<file path="config.mk">
export PLATFORM = sky130hd
export DESIGN_NAME = ex_stage_flat
export DESIGN_NICKNAME = d
export VERILOG_FILES = /design/src/rtl/ex_stage_if.sv /design/src/rtl/ex_stage.sv /design/src/flat_wrapper.sv
export SDC_FILE = /design/constraint.sdc
export NUM_CORES = 1
export LEC_CHECK = 0
export CAP_MARGIN = 10
export CORE_ASPECT_RATIO = 1.75
export CORE_MARGIN = 5
export CORE_UTILIZATION = 26
export DETAILED_ROUTE_END_ITERATION = 16
export DONT_BUFFER_PORTS = 1
export PLACE_DENSITY_LB_ADDON = 0.08
export SLEW_MARGIN = 25
export SYNTH_ARGS = -nofsm -noshare
export SYNTH_HDL_FRONTEND = slang
export SYNTH_SLANG_ARGS = --single-unit
</file>
<file path="constraint.sdc">
create_clock -name clk -period 0.8 [get_ports clk]
set_input_delay 0.12 -clock clk [delete_from_list [all_inputs] [get_ports clk]]
set_output_delay 0.12 -clock clk [all_outputs]
set_load 0.01 [all_outputs]
</file>
<file path="src/rtl/ex_stage_if.sv">
// ---------------------------------------------------------------------------
// ex_stage_if
// Bundle of the execute-stage operand, hazard and result signals.
//   master : producer of operands/hazard info, consumer of registered results
//   slave  : the execute stage itself
// Signals:
//   aluop_i        ALU operation code
//   alusrc1_i/2_i  operands A/B from ID/EX
//   regsrc1_i/2_i  register indices the operands were read from
//   exreg*_i       destination/write/result of the EX/MEM instruction
//   memreg*_i      destination/write/result of the MEM/WB instruction
//   alures_o       registered ALU result
//   alusrc1_o/2_o  registered forwarded operands
// ---------------------------------------------------------------------------
interface ex_stage_if;
    logic [3:0]  aluop_i;
    logic [15:0] alusrc1_i;
    logic [15:0] alusrc2_i;
    logic [3:0]  regsrc1_i;
    logic [3:0]  regsrc2_i;
    logic [3:0]  exregdst_i;
    logic        exregwrite_i;
    logic [15:0] exregdata_i;
    logic [3:0]  memregdst_i;
    logic        memregwrite_i;
    logic [15:0] memregdata_i;
    logic [15:0] alures_o;
    logic [15:0] alusrc1_o;
    logic [15:0] alusrc2_o;

    modport master (
        output aluop_i, alusrc1_i, alusrc2_i, regsrc1_i, regsrc2_i,
        output exregdst_i, exregwrite_i, exregdata_i,
        output memregdst_i, memregwrite_i, memregdata_i,
        input  alures_o, alusrc1_o, alusrc2_o
    );

    modport slave (
        input  aluop_i, alusrc1_i, alusrc2_i, regsrc1_i, regsrc2_i,
        input  exregdst_i, exregwrite_i, exregdata_i,
        input  memregdst_i, memregwrite_i, memregdata_i,
        output alures_o, alusrc1_o, alusrc2_o
    );
endinterface

</file>
<file path="src/rtl/ex_stage.sv">
// ---------------------------------------------------------------------------
// ex_stage
// Execute stage of the 16-bit five-stage pipeline. Forwards results from the
// EX/MEM and MEM/WB stages onto each operand, runs the ALU on the forwarded
// operands and registers the result together with both forwarded operands
// (one cycle latency, no stall).
// Ports:
//   clk  : pipeline clock, rising edge
//   rst  : asynchronous active-low reset, clears all outputs to 0
//   bus  : ex_stage_if.slave (operands, hazard info, registered results)
// Configuration macro:
//   EX_FWD_EN  defined   -> forwarding enabled (EX/MEM has priority over MEM/WB)
//              undefined -> operands taken straight from ID/EX, hazard inputs
//                           ignored
// ---------------------------------------------------------------------------
module ex_stage (
    input  logic        clk,
    input  logic        rst,
    ex_stage_if.slave   bus
);

    logic [15:0] op_a_s;
    logic [15:0] op_b_s;
    logic [15:0] alu_s;
    logic [15:0] alures_r;
    logic [15:0] alusrc1_r;
    logic [15:0] alusrc2_r;

    // 16-bit wrapping ALU, no flags.
    function automatic logic [15:0] alu_f(input logic [3:0] op,
                                          input logic [15:0] a,
                                          input logic [15:0] b);
        logic [15:0] r;
        case (op)
            4'h0:    r = a + b;
            4'h1:    r = a - b;
            4'h2:    r = a & b;
            4'h3:    r = a | b;
            4'h4:    r = a ^ b;
            4'h5:    r = ~a;
            4'h6:    r = a << b[3:0];
            4'h7:    r = a >> b[3:0];
            4'h8:    r = $unsigned($signed(a) >>> b[3:0]);
            4'h9:    r = {15'd0, ($signed(a) < $signed(b))};
            4'hA:    r = {15'd0, (a < b)};
            4'hB:    r = {15'd0, (a != b)};
            4'hC:    r = a;
            4'hD:    r = b;
            4'hE:    r = 16'd0 - a;
            default: r = 16'h0000;
        endcase
        return r;
    endfunction

`ifdef EX_FWD_EN
    // Operand A forwarding: the EX/MEM result is newer, so it wins over MEM/WB.
    always_comb begin
        op_a_s = bus.alusrc1_i;
        if (bus.exregwrite_i && (bus.exregdst_i == bus.regsrc1_i)) begin
            op_a_s = bus.exregdata_i;
        end else if (bus.memregwrite_i && (bus.memregdst_i == bus.regsrc1_i)) begin
            op_a_s = bus.memregdata_i;
        end else begin
            op_a_s = bus.alusrc1_i;
        end
    end

    // Operand B forwarding, same priority as operand A.
    always_comb begin
        op_b_s = bus.alusrc2_i;
        if (bus.exregwrite_i && (bus.exregdst_i == bus.regsrc2_i)) begin
            op_b_s = bus.exregdata_i;
        end else if (bus.memregwrite_i && (bus.memregdst_i == bus.regsrc2_i)) begin
            op_b_s = bus.memregdata_i;
        end else begin
            op_b_s = bus.alusrc2_i;
        end
    end
`else
    // Hazard inputs are intentionally ignored without forwarding.
    logic unused_fwd_s;
    assign unused_fwd_s = ^{bus.regsrc1_i, bus.regsrc2_i,
                            bus.exregdst_i, bus.exregwrite_i, bus.exregdata_i,
                            bus.memregdst_i, bus.memregwrite_i, bus.memregdata_i};

    // Operands pass straight through from ID/EX.
    always_comb begin
        op_a_s = bus.alusrc1_i;
        op_b_s = bus.alusrc2_i;
    end
`endif

    // ALU on the (possibly forwarded) operands.
    always_comb begin
        alu_s = alu_f(bus.aluop_i, op_a_s, op_b_s);
    end

    // Output register: captures result and forwarded operands every edge.
    always_ff @(posedge clk or negedge rst) begin
        if (!rst) begin
            alures_r  <= 16'h0000;
            alusrc1_r <= 16'h0000;
            alusrc2_r <= 16'h0000;
        end else begin
            alures_r  <= alu_s;
            alusrc1_r <= op_a_s;
            alusrc2_r <= op_b_s;
        end
    end

    assign bus.alures_o  = alures_r;
    assign bus.alusrc1_o = alusrc1_r;
    assign bus.alusrc2_o = alusrc2_r;

endmodule

</file>
<file path="src/flat_wrapper.sv">
// flat-port wrapper written by rule: the top's interface ports become plain ports
module ex_stage_flat 
  (clk, rst, bus_aluop_i, bus_alusrc1_i, bus_alusrc2_i, bus_regsrc1_i, bus_regsrc2_i, bus_exregdst_i, bus_exregwrite_i, bus_exregdata_i, bus_memregdst_i, bus_memregwrite_i, bus_memregdata_i, bus_alures_o, bus_alusrc1_o, bus_alusrc2_o);
  ex_stage_if bus_i ();
  input  logic clk;
  input  logic rst;
  input wire logic [$bits(bus_i.aluop_i)-1:0] bus_aluop_i;
  input wire logic [$bits(bus_i.alusrc1_i)-1:0] bus_alusrc1_i;
  input wire logic [$bits(bus_i.alusrc2_i)-1:0] bus_alusrc2_i;
  input wire logic [$bits(bus_i.regsrc1_i)-1:0] bus_regsrc1_i;
  input wire logic [$bits(bus_i.regsrc2_i)-1:0] bus_regsrc2_i;
  input wire logic [$bits(bus_i.exregdst_i)-1:0] bus_exregdst_i;
  input wire logic [$bits(bus_i.exregwrite_i)-1:0] bus_exregwrite_i;
  input wire logic [$bits(bus_i.exregdata_i)-1:0] bus_exregdata_i;
  input wire logic [$bits(bus_i.memregdst_i)-1:0] bus_memregdst_i;
  input wire logic [$bits(bus_i.memregwrite_i)-1:0] bus_memregwrite_i;
  input wire logic [$bits(bus_i.memregdata_i)-1:0] bus_memregdata_i;
  output wire logic [$bits(bus_i.alures_o)-1:0] bus_alures_o;
  output wire logic [$bits(bus_i.alusrc1_o)-1:0] bus_alusrc1_o;
  output wire logic [$bits(bus_i.alusrc2_o)-1:0] bus_alusrc2_o;
  assign bus_i.aluop_i = bus_aluop_i;
  assign bus_i.alusrc1_i = bus_alusrc1_i;
  assign bus_i.alusrc2_i = bus_alusrc2_i;
  assign bus_i.regsrc1_i = bus_regsrc1_i;
  assign bus_i.regsrc2_i = bus_regsrc2_i;
  assign bus_i.exregdst_i = bus_exregdst_i;
  assign bus_i.exregwrite_i = bus_exregwrite_i;
  assign bus_i.exregdata_i = bus_exregdata_i;
  assign bus_i.memregdst_i = bus_memregdst_i;
  assign bus_i.memregwrite_i = bus_memregwrite_i;
  assign bus_i.memregdata_i = bus_memregdata_i;
  assign bus_alures_o = bus_i.alures_o;
  assign bus_alusrc1_o = bus_i.alusrc1_o;
  assign bus_alusrc2_o = bus_i.alusrc2_o;
  ex_stage u_core (.clk(clk), .rst(rst), .bus(bus_i));
endmodule
</file>
Word-level counts from Yosys, hierarchy flattened. Index checks and enable logic that the tools add are counted. Widths: inputs -> output; s select.

Bits in registers: 48. Input port bits: 88. Output and inout bits: 48. Logic and storage cells: 32.

$add $sub $neg: 3. Order comparisons: 2. Equality and inequality tests: 15. Shifts and indexed selects: 3. Muxes and demuxes: 1. Bitwise gates (word level): 4. Reduce and logical (&&, ||, !) cells: 1.

Operators with widths (count): $pmux 16 s15 (1); $lt 16x16->1 (2); $eq 4x4->1 const B (7); $add 16x16->16 (1); $and 16x16->16 (1); $eq 4x3->1 const B (4); $ne 16x16->1 (1); $not 16->16 (1); $or 16x16->16 (1); $shl 16x4->16 (1); $shr 16x4->16 (1); $sshr 16x4->16 (1); $sub 1x16->16 const A (1); $sub 16x16->16 (1); $xor 16x16->16 (1); $eq 4x2->1 const B (2); $eq 4x1->1 const B (1); $logic_not 4->1 (1).

Depth between registers and ports, before layout. Gate-level depths: netlist of run 1.

Word-level depth: 2. Gate-level depth with buffers: 12. Depth with buffers taken out: 10.

Worst setup path after synthesis of run 1. OpenSTA, ideal clock, no wires.

Path kind: input to register. From: in bus_alusrc2_i[3]. To: reg u_core.alures_r[5] (netlist: u_core.bus.alures_o[5]). Setup time: 138 ps. Arrival time: 2309 ps. Data required time: 662 ps. Setup slack: -1648 ps. Stages: 11. Path buffers: 3. Path through: clkbuf_1 -> inv_1 -> clkbuf_1 -> ha_1 -> buf_2 -> nor2_1 -> a221oi_1 -> a21bo_2 -> a22oi_1 -> a21oi_1 -> or4b_1.

Word-level cells in the longest chain between the ends: 2. Elaborated cells between the ends (all ways): 6. Those cells by class: add/sub: 2; shift: 3; mux: 1.

Ends and longest elaborated chain: from (decl) (RTL line flat_wrapper.sv:9) `input wire logic [$bits(bus_i.alusrc2_i)-1:0] bus_alusrc2_i;`; $sub 16x16->16 (tied with other cells) (RTL line ex_stage.sv:36) `4'h1: r = a - b;`; $pmux 16 s15 * (RTL line ex_stage.sv:34) `case (op)`; via u_core.alu_s[5] (RTL line ex_stage.sv:24) `logic [15:0] alu_s;`; to (signal assigned) (RTL line ex_stage.sv:105) `alures_r <= alu_s;`; to (decl) (RTL line ex_stage.sv:25) `logic [15:0] alures_r;`.

Mark *: on every way through the listed nets, which the timed path passes. The rest lies on a longest branch.

Worst setup path after layout of run 1.
From: in bus_alusrc1_i[0]. To: reg u_core.alures_r[8] (netlist: u_core.bus.alures_o[8]).

Word-level cells in the longest chain between the ends: 2. Elaborated cells between the ends (all ways): 7. Those cells by class: add/sub: 3; shift: 3; mux: 1.

Ends and longest elaborated chain: from (decl) (RTL line flat_wrapper.sv:8) `input wire logic [$bits(bus_i.alusrc1_i)-1:0] bus_alusrc1_i;`; $sub 1x16->16 (tied with other cells) (RTL line ex_stage.sv:49) `4'hE: r = 16'd0 - a;`; $pmux 16 s15 * (RTL line ex_stage.sv:34); via u_core.alu_s[8] (RTL line ex_stage.sv:24).

Marked as above.

==> metrics.md, run 1 <==
| Metric | Value |
|---|---|
| Placed insts | `~1300` |
| Fmax | `between 500 and 600 MHz` |
| Max_slew headroom | `0.625` |
| Initial antenna violation count | `0` |
| Die Wd | `around 120 um` |
| Slowest stage delay, CP | `between 0.3 and 0.4 ns` |
| Actual slew at the worst max-slew pin | `around 0.56 ns` |
| # setup viols final | `between 60 and 70` |
| Syn Area/Cell | `7.68 sq um` |
| Post-synth top area cell | `dfrtp_1` |
| Layout Cell Area excl Fill | `about 0.0098 sq mm` |
| Final ANT Viol Nets | `0` |
| Max Cap Violations | `0` |
| Slowest-stage cell, CP | `fa_2` |
| CTS tree | `done` |
| Async set or reset register ratio after synthesis | `1.00` |
| Crit-path cells | `ha_4, inv_2, fa_2, nand2b_4, a21o_1, and2_4, o31ai_4, o221ai_1, a211o_1` |
| WL/cell | `around 24 um` |
| Post-DP Area | `roughly 0.0081 sq mm` |
| Vias in the first global route | `7497` |
| Layout cells sized above 1 | `0.448` |
| I/O Buffers | `0` |
| Final net count | `about 1200` |
| Hold_buf cts | `32` |
| Setup TNS | `-13.92 ns` |
| Min Hold Slack | `-0.504 ns` |
| Startpoint types | `primary input` |
| All-Layer GR Usage | `0.235` |
| Antenna Cells | `0` |
| Iteration count of the initial detailed-routing pass | `5` |
| Hold Violations, Final | `48` |
| Status | `complete, but fails checks` |
| DRC | `0` |
| EDFF count, synth | `0` |
| Grt total ovfl | `0` |
| Yosys reg bits | `48` |
| H-tree levels | `2` |
| Final setup margin | `-0.902 ns` |
| Final Total Pwr | `10.5 mW` |
| FP Rows | `73` |
| Commonest cells in the netlist | `nor2_1 (81), nand2_1 (60), ha_1 (56), a21oi_1 (55), dfrtp_1 (48)` |
| Crit-path max FO | `8` |
| Hold Crit Class | `in2async` |
| Vias | `between 7000 and 8000` |
| Critical Path Source | `bus_alusrc1_i[0]` |
| Post-synthesis sequential area ratio | `0.200` |
| Most common cell in the netlist | `nor2_1` |
| CTS clock-pin slew for the worst setup and hold paths | `~0.070 ns` |
| Ys Warns | `0` |
| RSZ-0062 raised after global routing | `yes` |
| Yosys cell types | `73` |
| Global-route wire length before repair | `47100 um` |
| Die ar. | `roughly 0.026 sq mm` |
| Syn Std Cell Area | `around 0.006 sq mm` |
| Top cell type's share of synthesized area | `0.200` |
| VDD IR max | `0.764 mV` |
| Worst Path Class, Setup | `in2reg` |
| Total Wirelength | `31900 um` |
| RePlAce Congestion | `just over 0.9` |
| Area of the core | `between 0.02 and 0.025 sq mm` |
| Clk sinks | `48` |
| Min Tclk post-route | `between 1.5 and 2 ns` |
| Failing checks | `hold timing, setup timing` |
| Crit path arrival time | `roughly 1.9 ns` |
| Synthesized instance count | `782` |
| Worst EP required | `1.00 ns` |
| CTS Buffer Depth | `2` |
| DPL Wire Length | `roughly 24000 um` |
| DR vias/cell | `~5.5` |
| Critical Path End | `u_core.bus.alures_o[8]` |
| Final period util | `2.13` |
| Pwr dens | `about 1100 mW/mm^2` |
| Total CTS buffers | `5` |
| Synthesized Nets | `928` |
| Predominant post-synthesis flop cell | `dfrtp_1` |
| Initial Utilization | `0.264` |
| Num ports | `136` |
| Iter 0 DRT Violations | `around 530` |
| Pins Over Slew Limit | `0` |
| Largest net degree at the start of global routing | `57` |
| Synth area leaders | `dfrtp_1 (20%), ha_1 (12%), mux2i_1 (5.3%)` |
| Die span in y | `roughly 210 um` |
| CTS root buf | `clkbuf_16` |
| Critical path endpoint category | `flip-flop` |
| Leak | `4.17 nW` |
| Synth-to-Final Area Change | `63.7%` |
| Layout Cells excl Fill | `1332` |
==> layout make-up <==
class | instances | area, sq um
Clock buffer | 8 | 146
Fill cell | 2280 | 12900
Inverter | 48 | 283
Multi-Input combinational cell | 623 | 5320
Sequential cell | 48 | 1200
Tap cell | 300 | 375
Timing Repair Buffer | 305 | 2510
==> layer usage <==
layer	global-route usage	share of wire	vias up
li1	-	-	3388
met4	0.147	0.068	0
met3	0.0326	0.047	85
met1	0.252	0.37	3622
met5	0	0	-
met2	0.432	0.52	273
==> timing repair <==
item,CTS,global route
cloned,0,0
endpoints found under the setup margin,64,64
pin swaps,71,75
setup buffers,24,16
hold endpoints to repair,81,48
gates resized for setup,161,77
==> critical path, delay by kind of cell <==
family          cells  cell delay (ns)
compound gates      4             0.95
simple gates        2             0.32
fa+ha+maj           2             0.48
buf+inv             1             0.04
==> report_power, final <==
part | internal, mW | switching (mW)
registers | 2.65 | 0.219
logic | 2.76 | 2.58
clock network | 1.25 | 1.04
total | 6.65 | 3.83
==> through the flow <==
stage / setup WS [ns] / hold WS, ns / utilization
finish: -0.902 / -0.504 / 0.432
global route: -0.927 / -0.518 / 0.432
CTS: -0.917 / -0.516 / 0.415
detailed placement: -1.54 / -0.174 / 0.355
global placement: -1.64 / -0.174 / 0.355
floorplan: -1.29 / -0.176 / -
==> layout by cell type, fill, tap and decap left out, types with 16 or more instances in the layout <==
cell,count
buf_4,243
nor2_1,75
nand2_1,55
dfrtp_1,46
a21oi_1,35
ha_1,35
dlygate4sd3_1,32
mux2i_1,31
o21ai_0,28
buf_6,26
nand3_1,20
nor3_1,19
inv_1,18
ha_4,18
o22ai_1,16
o211ai_1,16
==> registers in the layout (all words and copies together), names as in the netlist <==
signal	cells
u_core.bus.alures_o	16
u_core.bus.alusrc1_o	16
u_core.bus.alusrc2_o	16
==> kinds of logic after synthesis <==
| family | synth area share |
|---|---|
| xor gates and xnor gates | 0.0219 |
| adders and majority gates | 0.123 |
| and+or+nand+nor | 0.216 |
| muxes | 0.0914 |
| AOI/OAI and AO/OA | 0.267 |
| buffers and inverters | 0.0804 |
| DFF | 0.200 |
==> worst min path at each step <==
stage | cells past startpoint | to
floorplan | 0 | u_core.bus.alures_o[0]
CTS | 0 | u_core.bus.alusrc1_o[5]
detailed placement | 0 | u_core.bus.alusrc2_o[5]
finish | 0 | u_core.bus.alusrc2_o[5]
global route | 0 | u_core.bus.alusrc2_o[5]
global placement | 0 | u_core.bus.alusrc2_o[5]
(Power assumes the default switching activity.)
==> run 2: changes to the inputs <==
--- a/config.mk
+++ b/config.mk
@@ -12,6 +12,7 @@
 export DETAILED_ROUTE_END_ITERATION = 16
 export DONT_BUFFER_PORTS = 1
 export PLACE_DENSITY_LB_ADDON = 0.08
+export SETUP_SLACK_MARGIN = 0.02
 export SLEW_MARGIN = 25
 export SYNTH_ARGS = -nofsm -noshare
 export SYNTH_HDL_FRONTEND = slang
==> run 2 against run 1 <==
  * The run still ends with hold timing, setup timing left
  * Die area is the same
  * Non-clock buffer count is 1 higher
  * Worst setup slack worse by 0.0045 ns
  * Wire length is 0.33% higher
  * Highest routed layer unchanged
  * Final area is essentially flat
  * Via count grew 0.46%
  * First-iteration DRC count increased by 7.5%
  * Largest power group unchanged
  * Clock-buffer cell count did not move
==> metrics.md, run 2 (synthesis gave the netlist of run 1 again) <==
| Metric | Value |
|---|---|
| Die span in y | `211 um (unchanged)` |
| Most frequent cells in the layout | `buf_4 (243), nor2_1 (75), nand2_1 (55)` |
| Synth-to-Final Area Change | `63.8% (about the same)` |
| Total CTS buffers | `5 (unchanged)` |
| Hold Violations, Final | `48 (unchanged)` |
| Layout Cell Area excl Fill | `0.00984 sq mm (about the same)` |
| Startpoint types | `primary input` |
| Final setup margin | `-0.906 ns (-0.00451 ns)` |
| Pins Over Slew Limit | `0 (unchanged)` |
| Max Cap Violations | `0 (unchanged)` |
| RePlAce Congestion | `0.918 (unchanged)` |
| RSZ-0062 raised after global routing | `yes` |
| Grt total ovfl | `0 (unchanged)` |
| Hold Crit Class | `in2async` |
| Commonest non-fill, non-tap cell in the layout | `buf_4` |
| Min Tclk post-route | `1.71 ns (+0.00451 ns)` |
| Max_slew headroom | `0.623 (-0.00235)` |
| Final net count | `1178 (+0.085%)` |
| DRC | `0 (unchanged)` |
| Initial Utilization | `0.264 (unchanged)` |
| Area of the core | `0.0227 sq mm (unchanged)` |
| Die Wd | `125 um (unchanged)` |
| Sequential Power Share | `0.272 (about the same)` |
| Worst EP required | `1.00 ns (about the same)` |
| DPL Wire Length | `24400 um (unchanged)` |
| Actual slew at the worst max-slew pin | `0.565 ns (+0.00353 ns)` |
| Critical Path Source | `bus_alusrc1_i[0]` |
| Register area | `0.00120 sq mm (unchanged)` |
| I/O Buffers | `0 (unchanged)` |
| Antenna Cells | `0 (unchanged)` |
| CTS clock-pin slew for the worst setup and hold paths | `0.07 ns (about the same)` |
| WL/cell | `24.0 um (+0.26%)` |
| Worst Path Class, Setup | `in2reg` |
| Vias in the first global route | `7538 (+0.55%)` |
| Iter 0 DRT Violations | `573 (+7.5%)` |
| Critical path endpoint category | `flip-flop` |
| Min Hold Slack | `-0.506 ns (-0.00205 ns)` |
| Clock Power Share | `0.219 (about the same)` |
| Post-DP Area | `0.00807 sq mm (unchanged)` |
| Comb power frac | `0.509 (about the same)` |
| All-Layer GR Usage | `0.236 (+0.000580)` |
| Multi-input logic area | `0.00533 sq mm (+0.16%)` |
| Fmax | `586 MHz (-0.26%)` |
| Total net switching power | `3.86 mW (+0.66%)` |
| Crit-path max FO | `8 (unchanged)` |
| Final ANT Viol Nets | `0 (unchanged)` |
| Filler cells | `2268 (-0.53%)` |
| Crit path arrival time | `1.91 ns (about the same)` |
| FP Rows | `73 (unchanged)` |
| Status | `complete, but fails checks` |
| DR vias/cell | `5.55 (+0.39%)` |
| # setup viols final | `64 (unchanged)` |
| Iteration count of the initial detailed-routing pass | `5 (unchanged)` |
| CTS Buffer Depth | `2 (unchanged)` |
| Leak | `4.20 nW (+0.54%)` |
| P_int | `6.66 mW (+0.13%)` |
| Pwr dens | `1070 mW/mm^2 (+0.24%)` |
| CTS tree | `done` |
| Final period util | `2.13 (+0.00564)` |
| Total Wirelength | `32000 um (+0.33%)` |
| Largest net degree at the start of global routing | `57 (unchanged)` |
| Post-Place Setup Slack | `-1.54 ns (unchanged)` |
| Global-route wire length before repair | `47200 um (+0.19%)` |
| Hold_buf cts | `32 (unchanged)` |
| Layout cells sized above 1 | `0.443 (-0.00431)` |
| Failing checks | `hold timing, setup timing` |
| Die ar. | `0.0264 sq mm (unchanged)` |
| Initial antenna violation count | `0 (unchanged)` |
| H-tree levels | `2 (unchanged)` |
| Vias | `7402 (+0.46%)` |
| VDD IR max | `0.767 mV (+0.40%)` |
| Num ports | `136 (unchanged)` |
| Clk sinks | `48 (unchanged)` |
| Sw Ratio | `0.367 (+0.00122)` |
| CTS root buf | `clkbuf_16` |
[run 2: final timing paths]
path	end	cells after the start
worst max-delay path	u_core.bus.alures_o[8]	9
worst min-delay path	u_core.bus.alusrc2_o[5]	0
max in group asynchronous	u_core.bus.alusrc1_o[11]	0
min in group clk	u_core.bus.alures_o[2]	2
[run 2: power by group through the flow]
| stage | registers, mW | clock network (mW) | logic (mW) |
|---|---|---|---|
| floorplan | 2.86 | 0 | 2.45 |
| CTS | 2.88 | 2.41 | 4.97 |
| finish | 2.87 | 2.30 | 5.35 |
| detailed placement | 2.93 | 0 | 4.03 |
| global route | 2.89 | 2.48 | 5.68 |
| global placement | 2.93 | 0 | 4.03 |
[run 2: metal layers]
layer,track usage,vias to the layer above,share of wire
li1,-,3390,-
met1,0.251,3665,0.37
met2,0.437,266,0.52
met3,0.0334,81,0.045
met4,0.142,0,0.065
met5,0,-,0
[run 2: final cells by class]
| type | count | share of cell area |
|---|---|---|
| inverters | 48 | 0.0272 |
| repair buffers | 306 | 0.256 |
| well taps | 300 | 0.0381 |
| clock buffers | 8 | 0.0149 |
| flip-flops and latches | 48 | 0.122 |
| multi-input cells | 623 | 0.541 |
[run 2: what timing repair did]
action	CTS	global route
gates resized for setup	167	65
pin swaps	74	67
endpoints found under the setup margin	64	64
endpoints found under the hold margin	81	48
buffers inserted	26	13
[run 2: metrics by stage]
step                 util  cells  setup TNS [ns]  power, mW
finish              0.433   1333          -14.20       10.5
floorplan               -    782          -17.27       5.31
CTS                 0.418   1321          -14.90       10.3
global placement    0.355   1256          -20.85       6.96
global route        0.433   1333          -15.90       11.1
detailed placement  0.355   1256          -21.18       6.96
[run 2: critical path: stages]
cell and delay, ns:
ha_4 0.12, inv_2 0.03, fa_2 0.36, nand2b_4 0.15, a21o_1 0.20, and2_4 0.17, o31ai_4 0.28, o221ai_1 0.15
a211o_1 0.32
==> run 3: changes to the inputs <==
==> constraint.sdc (replaced) <==
create_clock -name clk -period 1.7 [get_ports clk]
set_input_delay 0.255 -clock clk [delete_from_list [all_inputs] [get_ports clk]]
set_output_delay 0.255 -clock clk [all_outputs]
set_load 0.01 [all_outputs]
==> run 3 against run 2 <==
  * The flow finishes with violations (setup timing)
  * Global-route usage is 0.38 points lower
  * Sequential power is 53% lower
  * Worst hold slack better by 0.62 ns
  * Die area stayed put
  * Final area is 4.7% lower
==> metrics.md, run 3 (synthesis gave the netlist of run 1 again) <==
| Metric | Value |
|---|---|
| Num ports | `136 (unchanged)` |
| H-tree levels | `2 (unchanged)` |
| DPL Wire Length | `24400 um (-0.15%)` |
| Global-route wire length before repair | `46600 um (-1.2%)` |
| Comb power frac | `0.473 (-0.036)` |
| Worst Path Class, Setup | `in2reg` |
| Cell family with most CP delay | `compound AO/OA/AOI/OAI gates` |
| Layout Cell Area excl Fill | `0.00938 sq mm (-4.7%)` |
| FP Rows | `73 (unchanged)` |
| Filler cells | `2315 (+2.1%)` |
| Max_slew headroom | `0.618 (-0.00495)` |
| CTS tree | `done` |
| Pwr dens | `527 mW/mm^2 (-51%)` |
| Pins Over Slew Limit | `0 (unchanged)` |
| Crit-path max FO | `10 (+2)` |
| WL/cell | `23.9 um (-0.70%)` |
| Total net switching power | `1.74 mW (-55%)` |
| Antenna Cells | `0 (unchanged)` |
| Hold Crit Class | `in2reg` |
| Initial Utilization | `0.264 (unchanged)` |
| DRC | `0 (unchanged)` |
| Area of the core | `0.0227 sq mm (unchanged)` |
| P_int | `3.21 mW (-52%)` |
| Critical Path Source | `bus_alusrc1_i[1]` |
| Iter 0 DRT Violations | `566 (-1.2%)` |
| RSZ-0062 raised after global routing | `yes` |
| Startpoint types | `primary input` |
| Commonest non-fill, non-tap cell in the layout | `buf_4` |
| Total Wirelength | `31300 um (-2.3%)` |
| Iteration count of the initial detailed-routing pass | `5 (unchanged)` |
| # setup viols final | `11 (-83%)` |
| Initial antenna violation count | `0 (unchanged)` |
| Final period util | `1.09` |
| Die span in y | `211 um (unchanged)` |
| CTS Buffer Depth | `2 (unchanged)` |
| All-Layer GR Usage | `0.232 (-0.00382)` |
| VDD IR max | `0.364 mV (-53%)` |
| Hold Violations, Final | `0 (-100%)` |
| Final setup margin | `-0.148 ns (+0.758 ns)` |
| Leak | `4.03 nW (-4.1%)` |
| Grt total ovfl | `0 (unchanged)` |
| Clk sinks | `48 (unchanged)` |
| Slowest stage delay, CP | `0.36 ns (about the same)` |
| Post-Place Setup Slack | `-0.856 ns (+0.682 ns)` |
| CTS clock-pin slew for the worst setup and hold paths | `0.07 ns (about the same)` |
| Vias | `7168 (-3.2%)` |
| Worst EP required | `1.87 ns (+0.87 ns)` |
| Status | `complete, but fails checks` |
| Buf/Inv on CP | `2 (+1)` |
| Largest net degree at the start of global routing | `57 (unchanged)` |
| Actual slew at the worst max-slew pin | `0.572 ns (+0.00741 ns)` |
| Layout cells sized above 1 | `0.390 (-0.0531)` |
| Crit path arrival time | `2.02 ns (+0.11 ns)` |
| Total CTS buffers | `5 (unchanged)` |
| Crit-path cells | `clkinvlp_4, buf_6, fa_2, nand2b_4, a21o_1, a31o_4, nand3_2, a21oi_1, a211oi_2, o2111ai_1` |
| Critical path endpoint category | `flip-flop` |
| Min Hold Slack | `0.117 ns (+0.624 ns)` |
| Final Total Pwr | `4.95 mW (-53%)` |
| Die ar. | `0.0264 sq mm (unchanged)` |
| Vias in the first global route | `7539 (+0.013%)` |
| RePlAce Congestion | `0.898 (-2.2%)` |
| Min Tclk post-route | `1.85 ns` |
| Slowest-stage cell, CP | `fa_2` |
| Final ANT Viol Nets | `0 (unchanged)` |
| Clock Power Share | `0.256 (+0.037)` |
| Beginning of the worst hold path | `bus_alusrc2_i[3]` |
| CTS root buf | `clkbuf_16` |
| Post-DP Area | `0.00803 sq mm (-0.56%)` |
| Sequential Power Share | `0.272 (about the same)` |
| Final net count | `1157 (-1.8%)` |
| Most frequent cells in the layout | `buf_4 (231), nor2_1 (76), nand2_1 (58)` |
| Max Cap Violations | `0 (unchanged)` |
| Failing checks | `setup timing` |
| Die Wd | `125 um (unchanged)` |
| Fmax | `around 540 MHz` |
| I/O Buffers | `0 (unchanged)` |
| Sw Ratio | `0.352 (-0.0153)` |
| Final core utilization | `0.412 (-0.0203)` |
| Synth-to-Final Area Change | `56.1%` |
| DR vias/cell | `5.46 (-1.6%)` |
run 3: cell count changes in the layout (fill, tap and decap cells not counted), sizes merged:
cell | before | now
clkbuf | 8 | 7
clkinvlp | 2 | 3
bufinv | 0 | 1
buf | 274 | 252
inv | 44 | 42
clkinv | 2 | 3
dlygate4sd3 | 32 | 33
run 3: repair_timing:
action	in CTS	in global routing
hold buffers	33	1
pin swaps	31	25
buffers inserted	14	6
hold endpoints to repair	80	1
endpoints found under the setup margin	14	15
resized for setup	109	33
run 3: power groups by stage:
stage                     Combinational, mW  Sequential (mW)  Clock, mW
after floorplan                        1.15             1.35          0
after global placement                 1.90             1.38          0
after detailed placement               1.90             1.37          0
after CTS                              2.25             1.35       1.33
after global routing                   2.50             1.36       1.36
final                                  2.34             1.34       1.26
run 3: final timing paths:
kind / to / cells after the start / slack [ns]
setup / recovery: u_core.bus.alures_o[14] / 10 / -0.15
hold / removal: u_core.bus.alures_o[2] / 2 / 0.12
max in group asynchronous: u_core.bus.alusrc1_o[11] / 2 / 1.00
min in group asynchronous: u_core.bus.alusrc1_o[4] / 2 / 0.46
run 3: per-layer routing:
metal	wire, um	global-route usage
met1	11500	0.247
met2	16400	0.436
met3	1480	0.0316
met4	1850	0.130
met5	0	0
run 3: metrics by stage:
stage	TNS, ns	std cells
after CTS	-0.856	1305
after floorplan	-5.03	782
after detailed placement	-8.97	1250
final	-0.954	1312
after global placement	-8.69	1250
after global routing	-1.64	1312
run 3: area by class of cell:
class,instances,area (sq um),area share
clock inverters,1,30.0,0.00320
flip-flops and latches,48,1200,0.128
inverters,48,244,0.0260
multi-input cells,623,5040,0.538
well taps,300,375,0.0400
repair buffers,285,2330,0.249
clock buffers,7,153,0.0163
